===== src/rtl/jts16_vtiming_pkg.sv =====
// jts16_vtiming_pkg: S16A/S16B default video timing constants and vint index width helper
package jts16_vtiming_pkg;
  localparam logic [8:0] S16_HCNT_START = 9'h070;
  localparam logic [8:0] S16_HCNT_END   = 9'h1FF;
  localparam logic [8:0] S16_HB_START   = 9'h1FF;
  localparam logic [8:0] S16_HB_END     = 9'h0BF;
  localparam logic [8:0] S16_VCNT_START = 9'h000;
  localparam logic [8:0] S16_VCNT_END   = 9'h104;
  localparam logic [8:0] S16_VB_START   = 9'h0DF;
  localparam logic [8:0] S16_VB_END     = 9'h104;
  localparam logic [8:0] S16_HS_START   = 9'h080;
  localparam logic [8:0] S16_HS_LEN     = 9'd32;
  localparam logic [8:0] S16_VS_START   = 9'h0F0;
  localparam logic [8:0] S16_VS_LEN     = 9'd4;
  function automatic int vidx_w(input int n);
    return n > 1 ? $clog2(n) : 1;
  endfunction
endpackage


===== src/rtl/jts16_vtiming_if.sv =====
// jts16_vtiming_if: pixel enable, offset/interrupt controls and the generated timing signals
interface jts16_vtiming_if #(
  parameter int W     = 9,
  parameter int NVINT = 2
);
  localparam int IW = jts16_vtiming_pkg::vidx_w(NVINT);
  logic               pxl_cen;
  logic [3:0]         hoffset;
  logic [NVINT*W-1:0] vint_lines;
  logic [NVINT-1:0]   vint_en;
  logic [W-1:0]       hdump;
  logic [W-1:0]       vdump;
  logic [W-1:0]       vrender;
  logic [W-1:0]       vrender1;
  logic               LHBL;
  logic               LVBL;
  logic               HS;
  logic               VS;
  logic               hstart;
  logic               vstart;
  logic               vint;
  logic [IW-1:0]      vint_idx;
  logic               field;
  modport master (
    input  pxl_cen, hoffset, vint_lines, vint_en,
    output hdump, vdump, vrender, vrender1, LHBL, LVBL, HS, VS, hstart, vstart, vint, vint_idx, field
  );
  modport slave (
    output pxl_cen, hoffset, vint_lines, vint_en,
    input  hdump, vdump, vrender, vrender1, LHBL, LVBL, HS, VS, hstart, vstart, vint, vint_idx, field
  );
endinterface


===== src/rtl/jts16_vtiming_cnt.sv =====
// jts16_vtiming_cnt: wrapping START..STOP counter that exposes its next value and terminal flag
module jts16_vtiming_cnt #(
  parameter int           W     = 9,
  parameter logic [W-1:0] START = '0,
  parameter logic [W-1:0] STOP  = '1
)(
  input  logic         clk,
  input  logic         rst,
  input  logic         en,
  output logic [W-1:0] cnt,
  output logic [W-1:0] nxt,
  output logic         last
);
  always_comb begin
    last = cnt == STOP;
    nxt  = en ? (last ? START : cnt + 1'b1) : cnt;
  end
  always_ff @(posedge clk) cnt <= rst ? START : nxt;
endmodule


===== src/rtl/jts16_vtiming.sv =====
// jts16_vtiming: System 16 video timing generator with blanking, syncs, frame pulses and line interrupts
module jts16_vtiming
  import jts16_vtiming_pkg::*;
#(
  parameter int           W          = 9,
  parameter logic [W-1:0] HCNT_START = S16_HCNT_START,
  parameter logic [W-1:0] HCNT_END   = S16_HCNT_END,
  parameter logic [W-1:0] HB_START   = S16_HB_START,
  parameter logic [W-1:0] HB_END     = S16_HB_END,
  parameter logic [W-1:0] VCNT_START = S16_VCNT_START,
  parameter logic [W-1:0] VCNT_END   = S16_VCNT_END,
  parameter logic [W-1:0] VB_START   = S16_VB_START,
  parameter logic [W-1:0] VB_END     = S16_VB_END,
  parameter logic [W-1:0] HS_START   = S16_HS_START,
  parameter logic [W-1:0] HS_LEN     = S16_HS_LEN,
  parameter logic [W-1:0] VS_START   = S16_VS_START,
  parameter logic [W-1:0] VS_LEN     = S16_VS_LEN,
  parameter int           NVINT      = 2
)(
  input logic             clk,
  input logic             rst,
  jts16_vtiming_if.master vt
);
  localparam int IW   = vidx_w(NVINT);
  localparam int VLEN = int'(VCNT_END) - int'(VCNT_START) + 1;
  localparam logic [W-1:0] VS_STOP =
    W'(int'(VCNT_START) + (int'(VS_START) - int'(VCNT_START) + int'(VS_LEN)) % VLEN);
  logic [W-1:0]  h_n, v_n, hs_eff;
  logic          h_last, v_last, wrap, hs_n, hs_rise, vmatch;
  logic [3:0]    hoff_l, hoff_n;
  logic [IW-1:0] vsel;
  function automatic logic [W-1:0] vinc(input logic [W-1:0] x);
    return x == VCNT_END ? VCNT_START : x + 1'b1;
  endfunction
  assign wrap = vt.pxl_cen & h_last;
  jts16_vtiming_cnt #(.W(W), .START(HCNT_START), .STOP(HCNT_END)) u_hcnt (
    .clk, .rst, .en(vt.pxl_cen), .cnt(vt.hdump), .nxt(h_n), .last(h_last)
  );
  jts16_vtiming_cnt #(.W(W), .START(VCNT_START), .STOP(VCNT_END)) u_vcnt (
    .clk, .rst, .en(wrap), .cnt(vt.vdump), .nxt(v_n), .last(v_last)
  );
  always_comb begin
    hoff_n  = wrap ? vt.hoffset : hoff_l;
    hs_eff  = HS_START + {{(W-4){hoff_n[3]}}, hoff_n};
    hs_n    = hs_eff >= HCNT_START && hs_eff <= HCNT_END && W'(h_n - hs_eff) < HS_LEN;
    hs_rise = vt.pxl_cen & hs_n & ~vt.HS;
    vmatch  = 1'b0;
    vsel    = '0;
    for (int i = NVINT - 1; i >= 0; i--)
      if (vt.vint_en[i] && vt.vint_lines[i*W +: W] == v_n) begin
        vmatch = 1'b1;
        vsel   = IW'(i);
      end
  end
  always_ff @(posedge clk)
    if (rst) begin
      hoff_l      <= '0;
      vt.vrender  <= vinc(VCNT_START);
      vt.vrender1 <= vinc(vinc(VCNT_START));
      vt.LHBL     <= 1'b1;
      vt.LVBL     <= 1'b1;
      vt.HS       <= 1'b0;
      vt.VS       <= 1'b0;
      vt.hstart   <= 1'b0;
      vt.vstart   <= 1'b0;
      vt.vint     <= 1'b0;
      vt.vint_idx <= '0;
      vt.field    <= 1'b0;
    end else begin
      hoff_l      <= hoff_n;
      vt.vrender  <= vinc(v_n);
      vt.vrender1 <= vinc(vinc(v_n));
      vt.hstart   <= wrap;
      vt.vstart   <= wrap & v_last;
      vt.field    <= vt.field ^ (wrap & v_last);
      vt.vint     <= wrap & vmatch;
      if (wrap & vmatch) vt.vint_idx <= vsel;
      if (vt.pxl_cen) vt.LHBL <= h_n == HB_START ? 1'b0 : h_n == HB_END ? 1'b1 : vt.LHBL;
      if (vt.pxl_cen) vt.HS <= hs_n;
      if (wrap) vt.LVBL <= v_n == VB_START ? 1'b0 : v_n == VB_END ? 1'b1 : vt.LVBL;
      if (hs_rise) vt.VS <= v_n == VS_START ? 1'b1 : v_n == VS_STOP ? 1'b0 : vt.VS;
    end
endmodule


===== src/flat_wrapper.sv =====
// flat-port wrapper written by rule: the top's interface ports become plain ports
module jts16_vtiming_flat import jts16_vtiming_pkg::*;
#(
  parameter int           W          = 9,
  parameter logic [W-1:0] HCNT_START = S16_HCNT_START,
  parameter logic [W-1:0] HCNT_END   = S16_HCNT_END,
  parameter logic [W-1:0] HB_START   = S16_HB_START,
  parameter logic [W-1:0] HB_END     = S16_HB_END,
  parameter logic [W-1:0] VCNT_START = S16_VCNT_START,
  parameter logic [W-1:0] VCNT_END   = S16_VCNT_END,
  parameter logic [W-1:0] VB_START   = S16_VB_START,
  parameter logic [W-1:0] VB_END     = S16_VB_END,
  parameter logic [W-1:0] HS_START   = S16_HS_START,
  parameter logic [W-1:0] HS_LEN     = S16_HS_LEN,
  parameter logic [W-1:0] VS_START   = S16_VS_START,
  parameter logic [W-1:0] VS_LEN     = S16_VS_LEN,
  parameter int           NVINT      = 2
)
  (clk, rst, vt_pxl_cen, vt_hoffset, vt_vint_lines, vt_vint_en, vt_hdump, vt_vdump, vt_vrender, vt_vrender1, vt_LHBL, vt_LVBL, vt_HS, vt_VS, vt_hstart, vt_vstart, vt_vint, vt_vint_idx, vt_field);
  jts16_vtiming_if #(.W(W), .NVINT(NVINT)) vt_i ();
  input logic clk;
  input logic rst;
  input wire logic [$bits(vt_i.pxl_cen)-1:0] vt_pxl_cen;
  input wire logic [$bits(vt_i.hoffset)-1:0] vt_hoffset;
  input wire logic [$bits(vt_i.vint_lines)-1:0] vt_vint_lines;
  input wire logic [$bits(vt_i.vint_en)-1:0] vt_vint_en;
  output wire logic [$bits(vt_i.hdump)-1:0] vt_hdump;
  output wire logic [$bits(vt_i.vdump)-1:0] vt_vdump;
  output wire logic [$bits(vt_i.vrender)-1:0] vt_vrender;
  output wire logic [$bits(vt_i.vrender1)-1:0] vt_vrender1;
  output wire logic [$bits(vt_i.LHBL)-1:0] vt_LHBL;
  output wire logic [$bits(vt_i.LVBL)-1:0] vt_LVBL;
  output wire logic [$bits(vt_i.HS)-1:0] vt_HS;
  output wire logic [$bits(vt_i.VS)-1:0] vt_VS;
  output wire logic [$bits(vt_i.hstart)-1:0] vt_hstart;
  output wire logic [$bits(vt_i.vstart)-1:0] vt_vstart;
  output wire logic [$bits(vt_i.vint)-1:0] vt_vint;
  output wire logic [$bits(vt_i.vint_idx)-1:0] vt_vint_idx;
  output wire logic [$bits(vt_i.field)-1:0] vt_field;
  assign vt_i.pxl_cen = vt_pxl_cen;
  assign vt_i.hoffset = vt_hoffset;
  assign vt_i.vint_lines = vt_vint_lines;
  assign vt_i.vint_en = vt_vint_en;
  assign vt_hdump = vt_i.hdump;
  assign vt_vdump = vt_i.vdump;
  assign vt_vrender = vt_i.vrender;
  assign vt_vrender1 = vt_i.vrender1;
  assign vt_LHBL = vt_i.LHBL;
  assign vt_LVBL = vt_i.LVBL;
  assign vt_HS = vt_i.HS;
  assign vt_VS = vt_i.VS;
  assign vt_hstart = vt_i.hstart;
  assign vt_vstart = vt_i.vstart;
  assign vt_vint = vt_i.vint;
  assign vt_vint_idx = vt_i.vint_idx;
  assign vt_field = vt_i.field;
  jts16_vtiming #(.W(W), .HCNT_START(HCNT_START), .HCNT_END(HCNT_END), .HB_START(HB_START), .HB_END(HB_END), .VCNT_START(VCNT_START), .VCNT_END(VCNT_END), .VB_START(VB_START), .VB_END(VB_END), .HS_START(HS_START), .HS_LEN(HS_LEN), .VS_START(VS_START), .VS_LEN(VS_LEN), .NVINT(NVINT)) u_core (.clk(clk), .rst(rst), .vt(vt_i));
endmodule

===== config.mk =====
export PLATFORM = sky130hd
export DESIGN_NAME = jts16_vtiming_flat
export DESIGN_NICKNAME = d
export VERILOG_FILES = /design/src/rtl/jts16_vtiming_pkg.sv /design/src/rtl/jts16_vtiming_if.sv /design/src/rtl/jts16_vtiming_cnt.sv /design/src/rtl/jts16_vtiming.sv /design/src/flat_wrapper.sv
export SDC_FILE = /design/constraint.sdc
export NUM_CORES = 1
export LEC_CHECK = 0
export CAP_MARGIN = 10
export CELL_PAD_IN_SITES_DETAIL_PLACEMENT = 1
export CELL_PAD_IN_SITES_GLOBAL_PLACEMENT = 1
export CORE_ASPECT_RATIO = 0.7
export CORE_UTILIZATION = 40
export DETAILED_ROUTE_END_ITERATION = 6
export GPL_TIMING_DRIVEN = 0
export PLACE_DENSITY = 0.9
export SETUP_SLACK_MARGIN = 0.5
export SLEW_MARGIN = 20
export SYNTH_ARGS = -nofsm -noshare
export SYNTH_HDL_FRONTEND = slang
export SYNTH_SLANG_ARGS = --single-unit

===== constraint.sdc =====
create_clock -name clk -period 7.3 [get_ports clk]
set_clock_uncertainty 0.15 [all_clocks]
set_input_delay 1.095 -clock clk [delete_from_list [all_inputs] [get_ports clk]]
set_output_delay 1.095 -clock clk [all_outputs]
set_load 0.02 [all_outputs]

### Yosys cells after proc, flatten, opt, wreduce, memory -nomap -nowiden

Index checks and enable logic that the tools add are counted.

* word-level logic and storage cells: 69
* output and inout port bits: 45
* bits in registers: 49
* input bits: 27

* order comparisons: 3
* reductions and logical operators: 11
* bitwise operators: 7
* muxes and demuxes: 16
* add/sub/neg operators: 6
* equal/unequal tests: 11

Operators with widths (count)
* $eq A9 B9 Y1 const B: 5
* $mux W9: 5
* $add A9 B1 Y9 const B: 4
* $eq A9 B8 Y1 const B: 4
* $eq A9 B9 Y1: 2
* $add A8 B9 Y9 const A: 1
* $ge A9 B7 Y1 const B: 1
* $le A9 B9 Y1 const B: 1
* $lt A9 B6 Y1 const B: 1
* $mux W1: 9
* $sub A9 B9 Y9: 1
* $reduce_and A2 Y1: 3
* $reduce_bool A2 Y1: 3
* $and A1 B1 Y1: 5
* $logic_and A1 B1 Y1: 4
* $mux W4: 1
* $mux W2: 1
* $reduce_or A2 Y1: 1
* $not A1 Y1: 1
* $xor A1 B1 Y1: 1

### Longest topological paths before layout

Gate-level depths: netlist of run 1.

* depth after elaboration: 10
* mapped depth: 16
* gate-level depth less buffers: 15

### By module

A second synthesis of run 1 with hierarchy kept.

* cells, all modules: 386
* area total of the unflattened synthesis: 3200.6 um2

Modules (own cells, without submodules)
* jts16_vtiming: area an instance 2135.8 um2, sequential area each 620.6 um2, cells each 263, instances 1
* jts16_vtiming_cnt at u_core.u_vcnt: area an instance 536.8 um2, sequential area each 180.2 um2, cells each 61, instances 1
* jts16_vtiming_cnt at u_core.u_hcnt: area an instance 528.0 um2, sequential area each 180.2 um2, cells each 62, instances 1

### Worst setup path before layout of run 1

OpenSTA, ideal clock, no wires.

* path kind: register -> register
* start point: register u_core.u_hcnt.cnt[0]
* end point: register u_core.vt.vrender1[3]
* buffers on the path: 2
* path slack: 3367 ps
* stages on the path, launching flop included: 17
* required time: 7012 ps
* library setup time: 138 ps
* arrival: 3644 ps
* clock period less this slack: 3933 ps
* cell sequence: dfxtp_1 > ha_1 > nand3_1 > nor3_1 > ha_1 > buf_2 > nand2_1 > clkbuf_1 > mux2i_4 > ha_1 > o21ai_0 > nor3_1 > nand2b_1 > ha_1 > nand3_1 > o21bai_4 > nor3_1

* longest elaborated chain between the ends: 7
* elaborated cells between the ends (all ways): 9
* those cells by class: add/sub: 2; eq/ne: 3; mux: 2; bitwise: 1; reduce/logical: 1

Ends and longest elaborated chain
* start, declared: line jts16_vtiming_cnt.sv:10 `output logic [W-1:0] cnt,`
* start signal, assigned: line jts16_vtiming_cnt.sv:18 `always_ff @(posedge clk) cnt <= rst ? START : nxt;`
* $eq A9 B9 Y1 *: line jts16_vtiming_cnt.sv:15 `last = cnt == STOP;`
* $and A1 B1 Y1 *: line jts16_vtiming.sv:35 `assign wrap = vt.pxl_cen & h_last;`
* $mux W9 *: line jts16_vtiming_cnt.sv:16 `nxt = en ? (last ? START : cnt + 1'b1) : cnt;`
* $add A9 B1 Y9 or $eq A9 B9 Y1 (tied branches): line jts16_vtiming.sv:33 `return x == VCNT_END ? VCNT_START : x + 1'b1;`
* $mux W9 *
* parallel branches: the longest is 2 deep, another holds $add A9 B1 Y9
* end signal, assigned: line jts16_vtiming.sv:59 `vt.vrender1 <= vinc(vinc(VCNT_START));`
* end signal, assigned: line jts16_vtiming.sv:72 `vt.vrender1 <= vinc(vinc(v_n));`
* end, declared: line jts16_vtiming_if.sv:26 `output hdump, vdump, vrender, vrender1, LHBL, LVBL, HS, VS, hstart, vstart, vint, vint_idx, field`

Every way passes the cells marked *.
A chain may end at the register's enable or synchronous reset.

### Worst setup path after layout of run 1

Same ends and word-level chain as after synthesis.

==> results.cfg, run 1 <==
[outcome]
outcome = complete, no violations

[yosys]
synth_top_area_share_pct = 31.8
synthTopCellsByArea = dfxtp_1 32%, xnor2_1 7.7%, ha_1 6.5%
postSynthCellCount = 352
syn_avg_cell_area_um2 = 8.75
synth-edff-count = 0
synth.distinct_cells = 64
synthFlopType = dfxtp_1
yosysMostFrequentCell = dfxtp_1
syn_area_mm2 = 0.00308
ys_async_sr_fraction_pct = 0
syn-num-nets = 395
ys_ff_latch = 49
synth-seq-area-share_pct = 31.8
ys_warn_count = 0
yosys.area.top_type = dfxtp_1
synth_common_cells = 49 x dfxtp_1, 47 x nor2_1, 27 x xnor2_1

[setup_path]
cp_cell_sequence = ha_1, nand3_1, nor3_1, ha_1, buf_2, nand2_1, clkbuf_1, mux2i_1, ha_1, o21ai_0, nor3_1, nand2b_1, ha_1, nand3_1, o21bai_4, nor3_1
worst-path-buf-inv = 2
rrSetupSlack_ps = 2100
critPathTopFamily = simple AND/OR/NAND/NOR gates
critPathCaptureType = flip-flop
critPathMaxFanout = 10
cp.arrival_ps = 5220
crit_path_frequent_cell = ha_1
critPathSlowestCell = nor3_1
worst-setup-path-type = flip-flop to flip-flop
timing.rr.start = u_core.u_hcnt.cnt[0]
crit_required_ps = 7320
r2r_cells = 16
cp-start-kind = flip-flop
slowest_delay_ps = 690
r2r-end = u_core.vt.vrender1[3]

[clocking]
cts_resized = 0
cts_tree = done
htree_num_levels = 2
cts_buffers = 5
cts.sinks = 49
cts.hold.buffers_added = 0
cts_max_path_buffers = 2
clk_pin_slew_ps = 90
cts_post_setup_buffers_inserted = 0
cts-root-buf = clkbuf_8
clk_latency_ps = 310

[grt]
grt_first_pass_wirelength_um = 14600
grt_usage_pct = 24.1
grt_overflow = 0
grt_max_degree = 15
grt_pass1_vias = 2906
grt_antenna_before_repair = 0

[run]
maxCapViolCount = 0

[sta]
rsz0062_at_grt = no
max_freq_mhz = 192
finalSetupTns_ps = 0
fin_crit_ps = 5200
worst_slew_pin_slew_ps = 835
fin_crit_sh_pct = 71.2
slew-limit-headroom_pct = 44.1
maxSlewViolCount = 0
hold_violations = 0
setup_viol = 0

[worst_hold_path]
hold_path.class = flip-flop to flip-flop
worstHoldStart = u_core.vt.vint_idx
hold-path-endpoint = u_core.vt.vint_idx
holdPathStages = 2

[layout]
layoutNonFillerInstCount = 528
multiInputGateArea_mm2 = 0.00197
antennaDiodeCount = 0
fill_cells = 901
syn_to_final_growth_pct = 29.7
drive_gt1_share_pct = 8.84
final_nets = 473
seq_area_um2 = 981

[power_and_ir_drop]
leakagePower_nw = 1.53
total_power_uw = 473
peakVddDrop_mv = 0.0769
p_per_area_mw_per_mm2 = 118

[floorplan]
fp.dieH_um = 75.4
coreArea_mm2 = 0.00738
die_area_mm2 = 0.00806
num_rows = 26
fp.dieW_um = 107
io_pins = 72
start_util_pct = 41.7

[routing]
drt_iter0_drc = 165
antenna_left = 0
avgViaCountPerCell = 5.46
drc = 0
wire_per_inst_um = 17.5
dr.pass1.iters = 4
vias = 2885
wl_um = 9240

[place]
place_inst = 521
hpwl_um = 7280
port_buffers = 71
gp_congestion = 0.888
[metal layers]
metal  global-route usage [%]  wire length [µm]  up-vias
met5                        0                 0        -
met4                     5.94               107        0
met3                     5.47               533       10
met2                     40.4              4270       88
met1                     31.9              4330     1408
li1                         -                 -     1379
[tightest hold or removal path, stage by stage (launching register included)]
cell and delay, ps:
dfxtp_1 330, inv_1 50, a21oi_1 50
[through the flow]
stage / area [µm²] / worst slack [ps] / hold slack (ps) / utilization (%)
floorplan: 3080 / 3370 / 300 / -
global placement: 3910 / 2100 / 300 / 53.0
detailed placement: 3910 / 1920 / 312 / 53.0
CTS: 4000 / 2150 / 328 / 54.1
global route: 4000 / 1810 / 351 / 54.1
finish: 4000 / 2100 / 322 / 54.1
[sequential cells by signal (all words and copies together), names as in the netlist]
signal              cells
u_core.vt.hstart        1
u_core.vt.VS            1
u_core.vt.HS            1
u_core.vt.vint          1
u_core.vt.vrender1      9
u_core.vt.vint_idx      1
u_core.vt.LHBL          1
u_core.vt.field         1
u_core.u_vcnt.cnt       9
u_core.vt.vstart        1
u_core.vt.LVBL          1
u_core.u_hcnt.cnt       9
u_core.hoff_l           4
u_core.vt.vrender       9
[kinds of logic (layout without fill, tap and decap cells)]
kind of cell    after synthesis  count (layout)  share of synthesized area (%)
simple gates                148             148                           26.0
compound gates               55              55                           13.7
flops                        49              49                           31.8
xor+xnor                     47              47                           13.9
buf+inv                      26             104                           4.10
fa+ha+maj                    16              16                           6.50
mux                          11              11                           4.02
[cells in the final DEF (no fill, tap or decap), drive strengths merged, types with 11 or more instances in the layout]
cell	n
ha	16
clkbuf	11
clkdlybuf4s50	71
dfxtp	49
nand2	17
a21oi	14
xor2	19
inv	11
xnor2	28
nand3	11
nor3	15
nor2	47
[power by group]
| part | leakage [nW] | internal (mW) | switching [mW] |
|---|---|---|---|
| registers | 0.395 | 0.268 | 0.00162 |
| logic | 1.09 | 0.0231 | 0.0184 |
| clock network | 0.0412 | 0.0666 | 0.0951 |
| total | 1.53 | 0.358 | 0.115 |
[final cells by class]
| type | instances | share of cell area (%) |
|---|---|---|
| Multi-Input combinational cell | 277 | 49.4 |
| Sequential cell | 49 | 24.6 |
| Timing Repair Buffer | 71 | 17.8 |
| Tap cell | 98 | 3.07 |
| Buffer | 15 | 2.13 |
| Clock buffer | 6 | 1.82 |
| Inverter | 11 | 1.03 |
| Clock inverter | 1 | 0.219 |
[worst max-delay path by stage]
stage | from | to | slack [ps] | cells after the start
after global routing | u_core.u_hcnt.cnt[0] | u_core.vt.vrender1[3] | 1810 | 16
after floorplan | u_core.u_hcnt.cnt[0] | u_core.vt.vrender1[3] | 3370 | 16
after CTS | u_core.u_hcnt.cnt[0] | u_core.vt.vrender1[3] | 2150 | 16
final | u_core.u_hcnt.cnt[0] | u_core.vt.vrender1[3] | 2100 | 16
after global placement | vt_pxl_cen | u_core.vt.vrender1[3] | 2100 | 13
after detailed placement | vt_pxl_cen | u_core.vt.vrender1[3] | 1920 | 13
Note: power is estimated with default switching activity, not from simulation.
==> run 2, diff against run 1 <==
--- a/config.mk
+++ b/config.mk
@@ -9,10 +9,10 @@
 export CELL_PAD_IN_SITES_DETAIL_PLACEMENT = 1
 export CELL_PAD_IN_SITES_GLOBAL_PLACEMENT = 1
 export CORE_ASPECT_RATIO = 0.7
-export CORE_UTILIZATION = 40
+export CORE_UTILIZATION = 37
 export DETAILED_ROUTE_END_ITERATION = 6
 export GPL_TIMING_DRIVEN = 0
-export PLACE_DENSITY = 0.9
+export PLACE_DENSITY = 0.85
 export SETUP_SLACK_MARGIN = 0.5
 export SLEW_MARGIN = 20
 export SYNTH_ARGS = -nofsm -noshare
==> constraint.sdc (replaced) <==
create_clock -name clk -period 5.1 [get_ports clk]
set_clock_uncertainty 0.15 [all_clocks]
set_input_delay 0.765 -clock clk [delete_from_list [all_inputs] [get_ports clk]]
set_output_delay 0.765 -clock clk [all_outputs]
set_load 0.02 [all_outputs]
==> results.cfg, run 2 (synthesized netlist as in run 1, its figures left out) <==
[outcome]
outcome = finished with violations
failed_checks = DRC

[layout]
fin_util_pct = 52.1
drive_gt1_share_pct = 11.5
final_nets = 477
syn_to_final_growth_pct = 34.7
antennaDiodeCount = 0
mostFrequentLayoutCells = 71 x clkdlybuf4s50_1, 49 x dfxtp_1, 47 x nor2_1
layout_commonest_cell = clkdlybuf4s50_1
layoutNonFillerInstCount = 536

[routing]
dr.pass1.iters = 6
antenna_left = 0
vias = 2914
wl_um = 9830
drt_iter0_drc = 182
drc = 11
wire_per_inst_um = 18.3
avgViaCountPerCell = 5.44

[place]
port_buffers = 71
place_inst = 524
gp_congestion = 0.897
hpwl_um = 7440

[power_and_ir_drop]
leakagePower_nw = 1.58
peakVddDrop_mv = 0.113
total_power_uw = 781
p_per_area_mw_per_mm2 = 188

[floorplan]
coreArea_mm2 = 0.00797
start_util_pct = 38.6
fp.dieH_um = 78.3
fp.dieW_um = 111
num_rows = 27
io_pins = 72
die_area_mm2 = 0.00870

[setup_path]
worst-setup-path-type = flip-flop to flip-flop
critPathCaptureType = flip-flop
cp.arrival_ps = 4330
crit_required_ps = 5130
critPathMaxFanout = 10
cp-start-kind = flip-flop

[clocking]
clk_pin_slew_ps = 70
htree_num_levels = 2
cts_buffers = 5
cts-root-buf = clkbuf_16
cts.hold.buffers_added = 0
cts_tree = done
clk_latency_ps = 300
cts_max_path_buffers = 2
cts.sinks = 49

[grt]
grt_antenna_before_repair = 0
grt_overflow = 0
grt_usage_pct = 23.0
grt_max_degree = 15
grt_pass1_vias = 2996
grt_first_pass_wirelength_um = 15400

[sta]
rsz0062_at_grt = no
max_freq_mhz = 232
holdWs_ps = 319
hold_violations = 0
worst_slew_pin_slew_ps = 862
maxSlewViolCount = 0
fin_crit_ps = 4310
fin_crit_sh_pct = 84.4
setup_viol = 0
slew-limit-headroom_pct = 42.3

[worst_hold_path]
hold_path.class = flip-flop to flip-flop

[run]
maxCapViolCount = 0
run 2: stage by stage:
step                      setup slack [ps]  cell area [µm²]  setup TNS, ps
after floorplan                       1170             3080              0
after global placement                 184             3920              0
after detailed placement             -41.7             3920          -41.7
after CTS                              538             4120              0
after global routing                   566             4150              0
final                                  795             4150              0
run 2: metal layers:
| layer | global-route usage (%) | vias to the layer above | share of wire (%) | wire length [µm] |
|---|---|---|---|---|
| li1 | - | 1384 | - | - |
| met1 | 30.7 | 1421 | 47 | 4620 |
| met2 | 37.9 | 94 | 44 | 4370 |
| met3 | 4.32 | 15 | 7.3 | 717 |
| met4 | 6.89 | 0 | 1.2 | 120 |
| met5 | 0 | - | 0 | 0 |
run 2: power breakdown:
group          leakage [nW]  switching [mW]  total (mW)  internal, mW
Clock                0.0641           0.153       0.335         0.183
Combinational          1.12          0.0269      0.0599        0.0331
Sequential            0.395         0.00226       0.386         0.384
run 2: worst paths after layout:
kind	from	endpoint	slack (ps)	cells past startpoint
setup / recovery	u_core.u_hcnt.cnt[0]	u_core.vt.vrender1[3]	790	16
setup reg to reg	u_core.u_hcnt.cnt[0]	u_core.vt.vrender1[3]	790	16
hold / removal	u_core.vt.vint_idx	u_core.vt.vint_idx	320	2
hold reg to reg	u_core.vt.vint_idx	u_core.vt.vint_idx	320	2
run 2: repair_timing:
item                                    in CTS  in global routing
setup buffers                                4                  0
endpoints found under the setup margin       9                 10
pin swaps                                    1                  0
gates resized for setup                      6                  7
run 2: critical path, cell delays in order, from the launching register on:
cell and delay [ps]:
dfxtp_1 480, ha_1 240, nand3_1 190, nor3_2 280, ha_1 280, buf_2 260
nand2_1 100, buf_2 250, mux2i_4 260, inv_1 120, ha_2 300, o2111ai_4 240
nor3_2 250, xnor2_2 200, o2111ai_2 230, o21bai_4 270, nor3_1 100
run 2: final cells by class:
cell class,instances,area (µm²)
plain buffers,15,86.3
clock buffers,7,133
clock inverters,1,7.51
fillers,959,3820
inverters,11,41.3
multi-input cells,277,2030
flip-flops and latches,49,981
well taps,101,126
repair buffers,75,741
